[config.mk]
export PLATFORM = sky130hd
export DESIGN_NAME = uart_rx
export DESIGN_NICKNAME = d
export VERILOG_FILES = /design/src/rtl/uart_rx.sv
export SDC_FILE = /design/constraint.sdc
export NUM_CORES = 1
export LEC_CHECK = 0
export CORE_MARGIN = 10
export CORE_UTILIZATION = 60
export CTS_CLUSTER_SIZE = 20
export DETAILED_ROUTE_END_ITERATION = 16
export PLACE_DENSITY_LB_ADDON = 0.08
export SKIP_CTS_REPAIR_TIMING = 1
export SKIP_LAST_GASP = 1
export SYNTH_ARGS = -nofsm -noshare
export SYNTH_HDL_FRONTEND = slang
export SYNTH_SLANG_ARGS = --single-unit
[constraint.sdc]
create_clock -name clk -period 7.85 [get_ports clk]
set_input_delay 0.785 -clock clk [delete_from_list [all_inputs] [get_ports clk]]
set_output_delay 0.785 -clock clk [all_outputs]
set_load 0.05 [all_outputs]
[src/rtl/uart_rx.sv]
// uart_rx: receive-side 8N1 UART peripheral on the CPU memory bus.
// Bytes pass through a two-flop synchroniser and a bit-timing FSM into a
// small circular FIFO. The CPU reads DATA / STATUS / LEVEL registers using the
// common rd_en/wr_en handshake, with rd_valid one cycle after rd_en.
module uart_rx #(
  parameter int DIV   = 104,  // clk cycles per bit, >= 4
  parameter int DEPTH = 16    // FIFO entries, power of two, >= 2
) (
  input  logic       clk,
  input  logic       rst_n,
  input  logic [4:0] addr,
  input  logic       rd_en,
  output logic [7:0] rd_data,
  output logic       rd_valid,
  input  logic       wr_en,
  input  logic [7:0] wr_data,
  input  logic       rx,
  output logic       irq
);

  localparam int CNT_W = (DIV > 1) ? $clog2(DIV) : 1;
  localparam int AW    = $clog2(DEPTH);
  localparam int PW    = AW + 1;  // one extra bit tells full from empty

  localparam logic [CNT_W-1:0] HALF_M1 = CNT_W'(DIV / 2 - 1);
  localparam logic [CNT_W-1:0] FULL_M1 = CNT_W'(DIV - 1);

  localparam logic [1:0] REG_DATA   = 2'd0;
  localparam logic [1:0] REG_STATUS = 2'd1;
  localparam logic [1:0] REG_LEVEL  = 2'd2;

  typedef enum logic [2:0] {
    S_IDLE,
    S_START,
    S_DATA,
    S_STOP,
    S_BREAK
  } state_e;

  // ---------------------------------------------------------------------------
  // Signals
  // ---------------------------------------------------------------------------
  logic             rx_meta_q, rxs_q;

  state_e           state_q, state_d;
  logic [CNT_W-1:0] cnt_q, cnt_d;
  logic [2:0]       bit_q, bit_d;
  logic [7:0]       shift_q, shift_d;
  logic             push_req;
  logic             ferr_set;

  logic [7:0]       mem_q [DEPTH];
  logic [PW-1:0]    wr_ptr_q, rd_ptr_q;
  logic [PW-1:0]    count;
  logic [31:0]      count_ext;
  logic [7:0]       level;
  logic             empty, full;
  logic             push, pop;

  logic             overrun_q, overrun_d;
  logic             ferr_q, ferr_d;
  logic             overrun_set;
  logic             status_wr;
  logic             data_rd;

  logic [7:0]       rd_mux;
  logic [7:0]       rd_data_q;
  logic             rd_valid_q;

  // Upper address bits and write data carry no information for this block.
  logic             unused_bus;
  assign unused_bus = ^{addr[4:2], wr_data};

  // ---------------------------------------------------------------------------
  // Input synchroniser
  // ---------------------------------------------------------------------------
  // Two-flop synchroniser for the asynchronous rx pin; idles high.
  // NOTE: sequential state is updated with non-blocking assignments so every
  // flop samples the pre-edge value of its neighbours, exactly like hardware.
  always_ff @(posedge clk or negedge rst_n) begin
    if (!rst_n) begin
      rx_meta_q <= 1'b1;
      rxs_q     <= 1'b1;
    end else begin
      rx_meta_q <= rx;
      rxs_q     <= rx_meta_q;
    end
  end

  // ---------------------------------------------------------------------------
  // Receive FSM
  // ---------------------------------------------------------------------------
  // FSM state, bit-timing counter, bit index and shift register.
  always_ff @(posedge clk or negedge rst_n) begin
    if (!rst_n) begin
      state_q <= S_IDLE;
      cnt_q   <= '0;
      bit_q   <= '0;
      shift_q <= '0;
    end else begin
      state_q <= state_d;
      cnt_q   <= cnt_d;
      bit_q   <= bit_d;
      shift_q <= shift_d;
    end
  end

  // Next-state logic: start-bit qualification, mid-bit sampling, stop check.
  // NOTE: every variable written here gets a default first, so no path leaves
  // a signal unassigned and no latch is inferred.
  always_comb begin
    state_d  = state_q;
    cnt_d    = cnt_q;
    bit_d    = bit_q;
    shift_d  = shift_q;
    push_req = 1'b0;
    ferr_set = 1'b0;
    case (state_q)
      S_IDLE: begin
        if (!rxs_q) begin
          state_d = S_START;
          cnt_d   = '0;
        end
      end
      S_START: begin
        // Re-check the line half a bit in; a short low pulse is a glitch.
        if (cnt_q == HALF_M1) begin
          cnt_d   = '0;
          bit_d   = '0;
          state_d = rxs_q ? S_IDLE : S_DATA;
        end else begin
          cnt_d = cnt_q + 1'b1;
        end
      end
      S_DATA: begin
        if (cnt_q == FULL_M1) begin
          cnt_d   = '0;
          shift_d = {rxs_q, shift_q[7:1]};  // LSB first
          if (bit_q == 3'd7) begin
            state_d = S_STOP;
          end else begin
            bit_d = bit_q + 1'b1;
          end
        end else begin
          cnt_d = cnt_q + 1'b1;
        end
      end
      S_STOP: begin
        if (cnt_q == FULL_M1) begin
          cnt_d = '0;
          if (rxs_q) begin
            push_req = 1'b1;
            state_d  = S_IDLE;
          end else begin
            ferr_set = 1'b1;
            state_d  = S_BREAK;
          end
        end else begin
          cnt_d = cnt_q + 1'b1;
        end
      end
      S_BREAK: begin
        // A line held low reports one framing error, not one per frame time.
        if (rxs_q) begin
          state_d = S_IDLE;
        end
      end
      default: state_d = S_IDLE;
    endcase
  end

  // ---------------------------------------------------------------------------
  // FIFO
  // ---------------------------------------------------------------------------
  assign count     = wr_ptr_q - rd_ptr_q;
  assign empty     = (wr_ptr_q == rd_ptr_q);
  assign full      = (count == PW'(DEPTH));
  assign count_ext = 32'(count);
  assign level     = (count_ext > 32'd255) ? 8'hFF : count_ext[7:0];

  assign status_wr   = wr_en && (addr[1:0] == REG_STATUS);
  assign data_rd     = rd_en && (addr[1:0] == REG_DATA);
  // Fullness is judged before any same-cycle pop: a full FIFO refuses the byte.
  assign push        = push_req && !full;
  assign overrun_set = push_req && full;
  assign pop         = data_rd && !empty;

  // Storage array, written on an accepted push.
  // NOTE: the storage array has no reset; the pointers alone define which
  // entries are valid, and an unreset array maps onto plain RAM.
  always_ff @(posedge clk) begin
    if (push) begin
      mem_q[wr_ptr_q[AW-1:0]] <= shift_q;
    end
  end

  // Read and write pointers; push and pop in one cycle both advance.
  always_ff @(posedge clk or negedge rst_n) begin
    if (!rst_n) begin
      wr_ptr_q <= '0;
      rd_ptr_q <= '0;
    end else begin
      if (push) wr_ptr_q <= wr_ptr_q + 1'b1;
      if (pop)  rd_ptr_q <= rd_ptr_q + 1'b1;
    end
  end

  // ---------------------------------------------------------------------------
  // Sticky status flags: a set event beats a same-cycle clear
  // ---------------------------------------------------------------------------
  assign overrun_d = overrun_set || (overrun_q && !status_wr);
  assign ferr_d    = ferr_set    || (ferr_q    && !status_wr);

  // Sticky overrun and framing-error flags.
  always_ff @(posedge clk or negedge rst_n) begin
    if (!rst_n) begin
      overrun_q <= 1'b0;
      ferr_q    <= 1'b0;
    end else begin
      overrun_q <= overrun_d;
      ferr_q    <= ferr_d;
    end
  end

  // ---------------------------------------------------------------------------
  // Bus read path
  // ---------------------------------------------------------------------------
  // Register read multiplexer, evaluated on pre-edge state.
  always_comb begin
    rd_mux = 8'h00;
    case (addr[1:0])
      REG_DATA:   rd_mux = empty ? 8'h00 : mem_q[rd_ptr_q[AW-1:0]];
      REG_STATUS: rd_mux = {5'b0, ferr_q, overrun_q, !empty};
      REG_LEVEL:  rd_mux = level;
      default:    rd_mux = 8'h00;
    endcase
  end

  // Read response: data is captured on rd_en and held until the next read.
  always_ff @(posedge clk or negedge rst_n) begin
    if (!rst_n) begin
      rd_data_q  <= 8'h00;
      rd_valid_q <= 1'b0;
    end else begin
      rd_valid_q <= rd_en;
      if (rd_en) begin
        rd_data_q <= rd_mux;
      end
    end
  end

  assign rd_data  = rd_data_q;
  assign rd_valid = rd_valid_q;
  // Driven only by the FIFO pointer flops, so there is no combinational path from rx.
  assign irq      = !empty;

endmodule

### Yosys cells after proc, flatten, opt, wreduce, memory -nomap -nowiden

Memories as Yosys holds them, arrays and structs flattened.
Cells that the tools add are included.

| word-level totals | value |
|---|---|
| output and inout port bits | 10 |
| bits in writable memories | 128 |
| word-level logic and storage cells | 86 |
| bits in registers | 44 |
| bits of input ports | 18 |
| memories kept | 1 |

Memory list:

| memory | words | width | read ports | clocked after Yosys merged registers in | write ports | line | RTL |
|---|---|---|---|---|---|---|---|
| mem_q | 16 | 8 | 1 | 0 | 1 | 52 | `logic [7:0] mem_q [DEPTH];` |

| operators by class | value |
|---|---|
| $add $sub $neg | 5 |
| multiplexer cells | 28 |
| eq/ne operators | 18 |
| reductions and logical operators | 21 |
| order comparisons | 1 |

Operators with widths:

| kind | count |
|---|---|
| $mux W3 | 10 |
| $pmux W8 S3 | 1 |
| $mux W7 | 3 |
| $pmux W7 S3 | 1 |
| $mux W8 | 2 |
| $pmux W3 S5 | 1 |
| $ne A2 B2 Y1 const B | 7 |
| $add A5 B1 Y5 const B | 2 |
| $gt A5 B8 Y1 const B | 1 |
| $mux W1 | 8 |
| $add A7 B1 Y7 const B | 1 |
| $eq A7 B6 Y1 const B | 1 |
| $eq A7 B7 Y1 const B | 1 |
| $logic_and A1 B1 Y1 | 7 |
| $eq A3 B2 Y1 const B | 2 |
| $eq A3 B3 Y1 const B | 2 |
| $pmux W3 S2 | 1 |
| $reduce_and A6 Y1 | 1 |
| $eq A5 B5 Y1 | 1 |
| $eq A5 B5 Y1 const B | 1 |
| $sub A5 B5 Y5 | 1 |
| $reduce_and A2 Y1 | 2 |
| $reduce_and A4 Y1 | 1 |
| $add A3 B1 Y3 const B | 1 |
| other kinds (11) | 14 |

### Longest topological paths before layout

| depth | value |
|---|---|
| depth in word-level cells | 6 |
| mapped depth | 11 |
| gate-level depth less buffers | 9 |

### Least setup slack after synthesis

OpenSTA, ideal clock, no wires.

| timing | value |
|---|---|
| path type | register to register |
| start | reg rd_ptr_q[1] |
| end | mem mem_q[15][0], enable pin |
| period minus slack after synthesis | 3,156 ps |
| arrival time | 2,769 ps |
| setup time | 388 ps |
| path slack | 4,694 ps |
| required time | 7,462 ps |
| stages on the path, launching flop included | 10 |
| path buffers | 3 |
| cells stage by stage | dfrtp_1 buf_2 buf_2 buf_2 inv_1 ha_1 and3b_1 o21ai_0 a2111oi_4 nor3_1 |

| between the ends | value |
|---|---|
| longest elaborated chain between the ends | 6 |

RTL lines:

| what | line | RTL |
|---|---|---|
| from (decl) | 53 | `logic [PW-1:0] wr_ptr_q, rd_ptr_q;` |
| from (signal assigned) | 204 | `if (pop) rd_ptr_q <= rd_ptr_q + 1'b1;` |
| $sub A5 B5 Y5 | 175 | `assign count = wr_ptr_q - rd_ptr_q;` |
| $eq A5 B5 Y1 | 177 | `assign full = (count == PW'(DEPTH));` |
| $logic_not A1 Y1 | 184 | `assign push = push_req && !full;` |
| $logic_and A1 B1 Y1 | 184 |  |
| $mux W1 | 192 | `if (push) begin` |
| $mux W1 (implied by the code) | 193 | `mem_q[wr_ptr_q[AW-1:0]] <= shift_q;` |
| to (decl) | 52 |  |

No other way between the ends.

### Worst setup path in the final report

| timing | value |
|---|---|
| start | reg rd_ptr_q[2] |
| end | out irq |

| between the ends | value |
|---|---|
| longest elaborated chain between the ends | 2 |

RTL lines:

| what | line | RTL |
|---|---|---|
| $eq A5 B5 Y1 | 176 | `assign empty = (wr_ptr_q == rd_ptr_q);` |
| $logic_not A1 Y1 | 255 | `assign irq = !empty;` |
| to (decl) | 18 | `output logic irq` |

No other way between the ends.

==> metrics.md <==
| Metric | Value |
|---|---|
| Outcome | `completed` |
| Finished Core Util | `around 68%` |
| Setup violations, final | `0` |
| Pins Over Slew Limit | `0` |
| Area Growth Syn to Fin | `12.0%` |
| Aggregate global routing overflow | `0` |
| Main combinational cell family by area after synthesis | `multiplexers` |
| Worst Max-Slew Pin Slew | `between 1000 and 1500 ps` |
| Post-Syn Area per Cell | `between 15 and 20 sq um` |
| Yosys warnings | `0` |
| Initial Util | `60.7%` |
| Rows | `40` |
| Post-synth cell types | `54` |
| VDD IR-drop max | `between 0.15 and 0.2 mV` |
| Post-route insts no fill | `roughly 630` |
| CTS sink count | `approximately 170` |
| Power share of the combinational group | `a little under a fifth` |
| TNS Setup | `0 ps` |
| Crit path max-delay family | `buffers and inverters` |
| Post-DP HPWL | `approximately 8400 um` |
| CP Launch Type | `flip-flop` |
| Vias in the first global route | `3808` |
| Clock root buffer | `clkbuf_16` |
| Post-Synth Adder-Cell Area | `under 10%` |
| Clock share of power | `36.3%` |
| Final wirelength | `between 10000 and 15000 um` |
| Clock Latency Late Sink | `between 400 and 500 ps` |
| Worst-path clk slew | `60 ps` |
| Post-synth top area share | `a little over half` |
| Leading area contributor after synthesis | `edfxtp_1` |
| Commonest non-fill, non-tap cell in the layout | `edfxtp_1` |
| Crit-path cells | `inv_1, ha_1, nand4_1, or2_2, clkdlybuf4s50_1` |
| DIE AREA | `between 15000 and 20000 sq um` |
| RD Place Congestion | `0.817` |
| Placed Cells incl. Taps | `slightly below 600` |
| Storage cell area | `4950 sq um` |
| Gr usage total | `between 10% and 20%` |
| Syn Nets | `482` |
| RSZ-0062 raised after global routing | `false` |
| Worst Clk Skew | `roughly 5.7 ps` |
| Compound-Gate Fraction of Synth Area | `about 4.4%` |
| Largest net degree at the start of global routing | `45` |
| P_int | `between 1.5 and 2 mW` |
| Worst setup EP type | `output pin` |
| Buffers on Ports | `16` |
| Max-cap viol count | `0` |
| WL per Instance | `approximately 21 um` |
| Post-DR vias/cell | `approximately 6` |
| IO Pins | `28` |
| Sw Share | `28.2%` |
| CTS max path bufs | `2` |
| Post-synth top flop | `edfxtp_1` |
| Sw power | `between 600 and 700 uW` |
| CTS H-Tree Depth | `4` |
| First-pass GRT wire length | `21400 um` |
| Crit path time final | `4430 ps` |
| Hold Path Class | `flip-flop to flip-flop` |
| Mux cell area share after synthesis | `approximately 12%` |
| Post-Syn Area | `about 7200 sq um` |
| Critical-path top delay cell | `dfrtp_1` |
| Register area share after synthesis | `between 60 and 70%` |
| Synth top area cells | `edfxtp_1 (53%), dfrtp_1 (15%), mux4_2 (10%)` |
| Die X-Extent | `~130 um` |
| Register bit total from synthesis | `roughly 170` |
| Antenna violations before repair | `0` |
| Die Ht | `between 100 and 150 um` |
| TritonCTS clock tree | `done` |
| First drt pass iteration count | `4` |
| Static leakage | `2.67 nW` |
| Ant. Diodes | `0` |
| Gate Count Post-Synth | `about 450` |
| Post-Synth Simple-Gate Area | `approximately 9%` |
| Worst Path Buf+Inv | `2` |
| Nets | `499` |
| Slowest stage delay, CP | `between 900 and 1000 ps` |
| TritonCTS Buffers | `17` |
| Final Hold Violating Endpoints | `0` |
| Arr. time, crit path | `3640 ps` |
| Most frequent cells in the layout | `edfxtp_1 (128), nand2_1 (51), dfrtp_1 (41)` |
| Required @ worst endpoint | `approximately 7100 ps` |
| DRC Markers | `0` |
| Crit path kind | `flip-flop to output pin` |
| Number of flops mapped to enable cells by yosys | `128` |
| Smallest hold slack | `around 360 ps` |
| Worst slew margin | `a little under a third` |
| Achievable Freq | `approximately 230 MHz` |
| Crit share post-route | `56.4%` |
| Reg power frac | `between 40% and 50%` |
| Layout cells sized above 1 | `18.3%` |
| Fillers | `~820` |
| Vias | `approximately 3800` |
| Drt first-iter violations | `approximately 350` |
| P per Cell Area | `about 290 nW/um^2` |
| Area of the multi-input gates | `between 2000 and 2500 sq um` |
| Async SR Flop Fraction | `about 26%` |
| Core Footprint | `approximately 12000 sq um` |
| Post-route antenna net violation count | `0` |
| XOR/XNOR share of the synthesized area | `approximately 1.5%` |
| Crit path max fanout | `22` |
worst register-to-register path, stage by stage (launching register included):
cell       delay [ps]
dfrtp_1           950
inv_1             570
ha_1              520
and3b_1           210
o21ai_0           380
a2111oi_4         190
nor3b_1           480
and2_1            540
registers in the layout, summed over array words and instances, names as in the netlist, 3 cells and up:
name,flops
mem_q,128
rd_data,8
shift_q,8
cnt_q,7
rd_ptr_q,5
wr_ptr_q,5
bit_q,3
state_q,3
power by group through the flow:
stage                     Sequential (mW)  Combinational, mW  Clock, mW
after floorplan                      1.07              0.296          0
after global placement               1.05              0.441          0
after detailed placement             1.05              0.444          0
after CTS                            1.03              0.444      0.853
after global routing                 1.04              0.480      0.890
final                                1.03              0.437      0.839
layer usage:
layer	global-route usage [%]	vias to the layer above	share of wire, %
met5	0	-	0
met4	7.34	0	1.8
met3	4.18	17	5.7
met2	27.5	80	50
met1	22.6	1909	43
li1	-	1765	-
cell type report:
class / instances / share of cell area (%)
clock inverter: 13 / 2.04
multi-input combinational: 247 / 26.5
timing repair buffer: 18 / 2.10
sequential: 172 / 61.1
inverter: 12 / 0.557
tap: 147 / 2.27
clock buffer: 19 / 5.35
cells in the mapped netlist (2+ instances only):
cell and count:
xor2_1 5, nor3_1 7, xnor2_1 7, a221oi_1 2, nand3_1 14, ha_1 12, o21ai_0 10, buf_2 8
and2_1 4, a211o_1 2, dfstp_2 2, nor3b_1 2, inv_1 10, o22ai_1 3, nand2_1 51, mux4_2 32
and3_1 12, nor2b_1 7, clkinv_1 2, and3_2 3, mux2i_1 4, clkbuf_1 10, nand4_1 4, nor2_1 13
edfxtp_1 128, dfrtp_1 42, or3_1 4, mux2_2 10, a21oi_1 12, nand2b_1 2, a32o_1 3, a21o_1 2
kinds of logic after synthesis:
family                     count (synthesis)
AOI/OAI and AO/OA                         44
xor gates and xnor gates                  12
DFF                                      172
buffers and inverters                     32
and+or+nand+nor                          131
muxes                                     47
adders and majority gates                 13
path summary, 6_finish.rpt:
| kind | startpoint | end | slack [ps] | cells after the start |
|---|---|---|---|---|
| max in group asynchronous | rst_n | rd_ptr_q[0] | 6640 | 1 |
| min in group asynchronous | rst_n | rd_valid | 530 | 1 |
| worst min-delay path | rx_meta_q | rxs_q | 360 | 0 |
| worst max register to register | rd_ptr_q[2] | mem_q[11][5] | 3650 | 7 |
| worst min register to register | rx_meta_q | rxs_q | 360 | 0 |
| worst max-delay path | rd_ptr_q[2] | irq | 3420 | 5 |
stage by stage:
stage	total power, mW	instance area, sq um	setup slack, ps
final	2.31	8090	3420
after global routing	2.41	8090	3200
after CTS	2.33	8090	3360
after floorplan	1.36	7230	4690
after global placement	1.49	7490	3710
after detailed placement	1.50	7490	3570
Note: power is estimated with default switching activity, not from simulation.
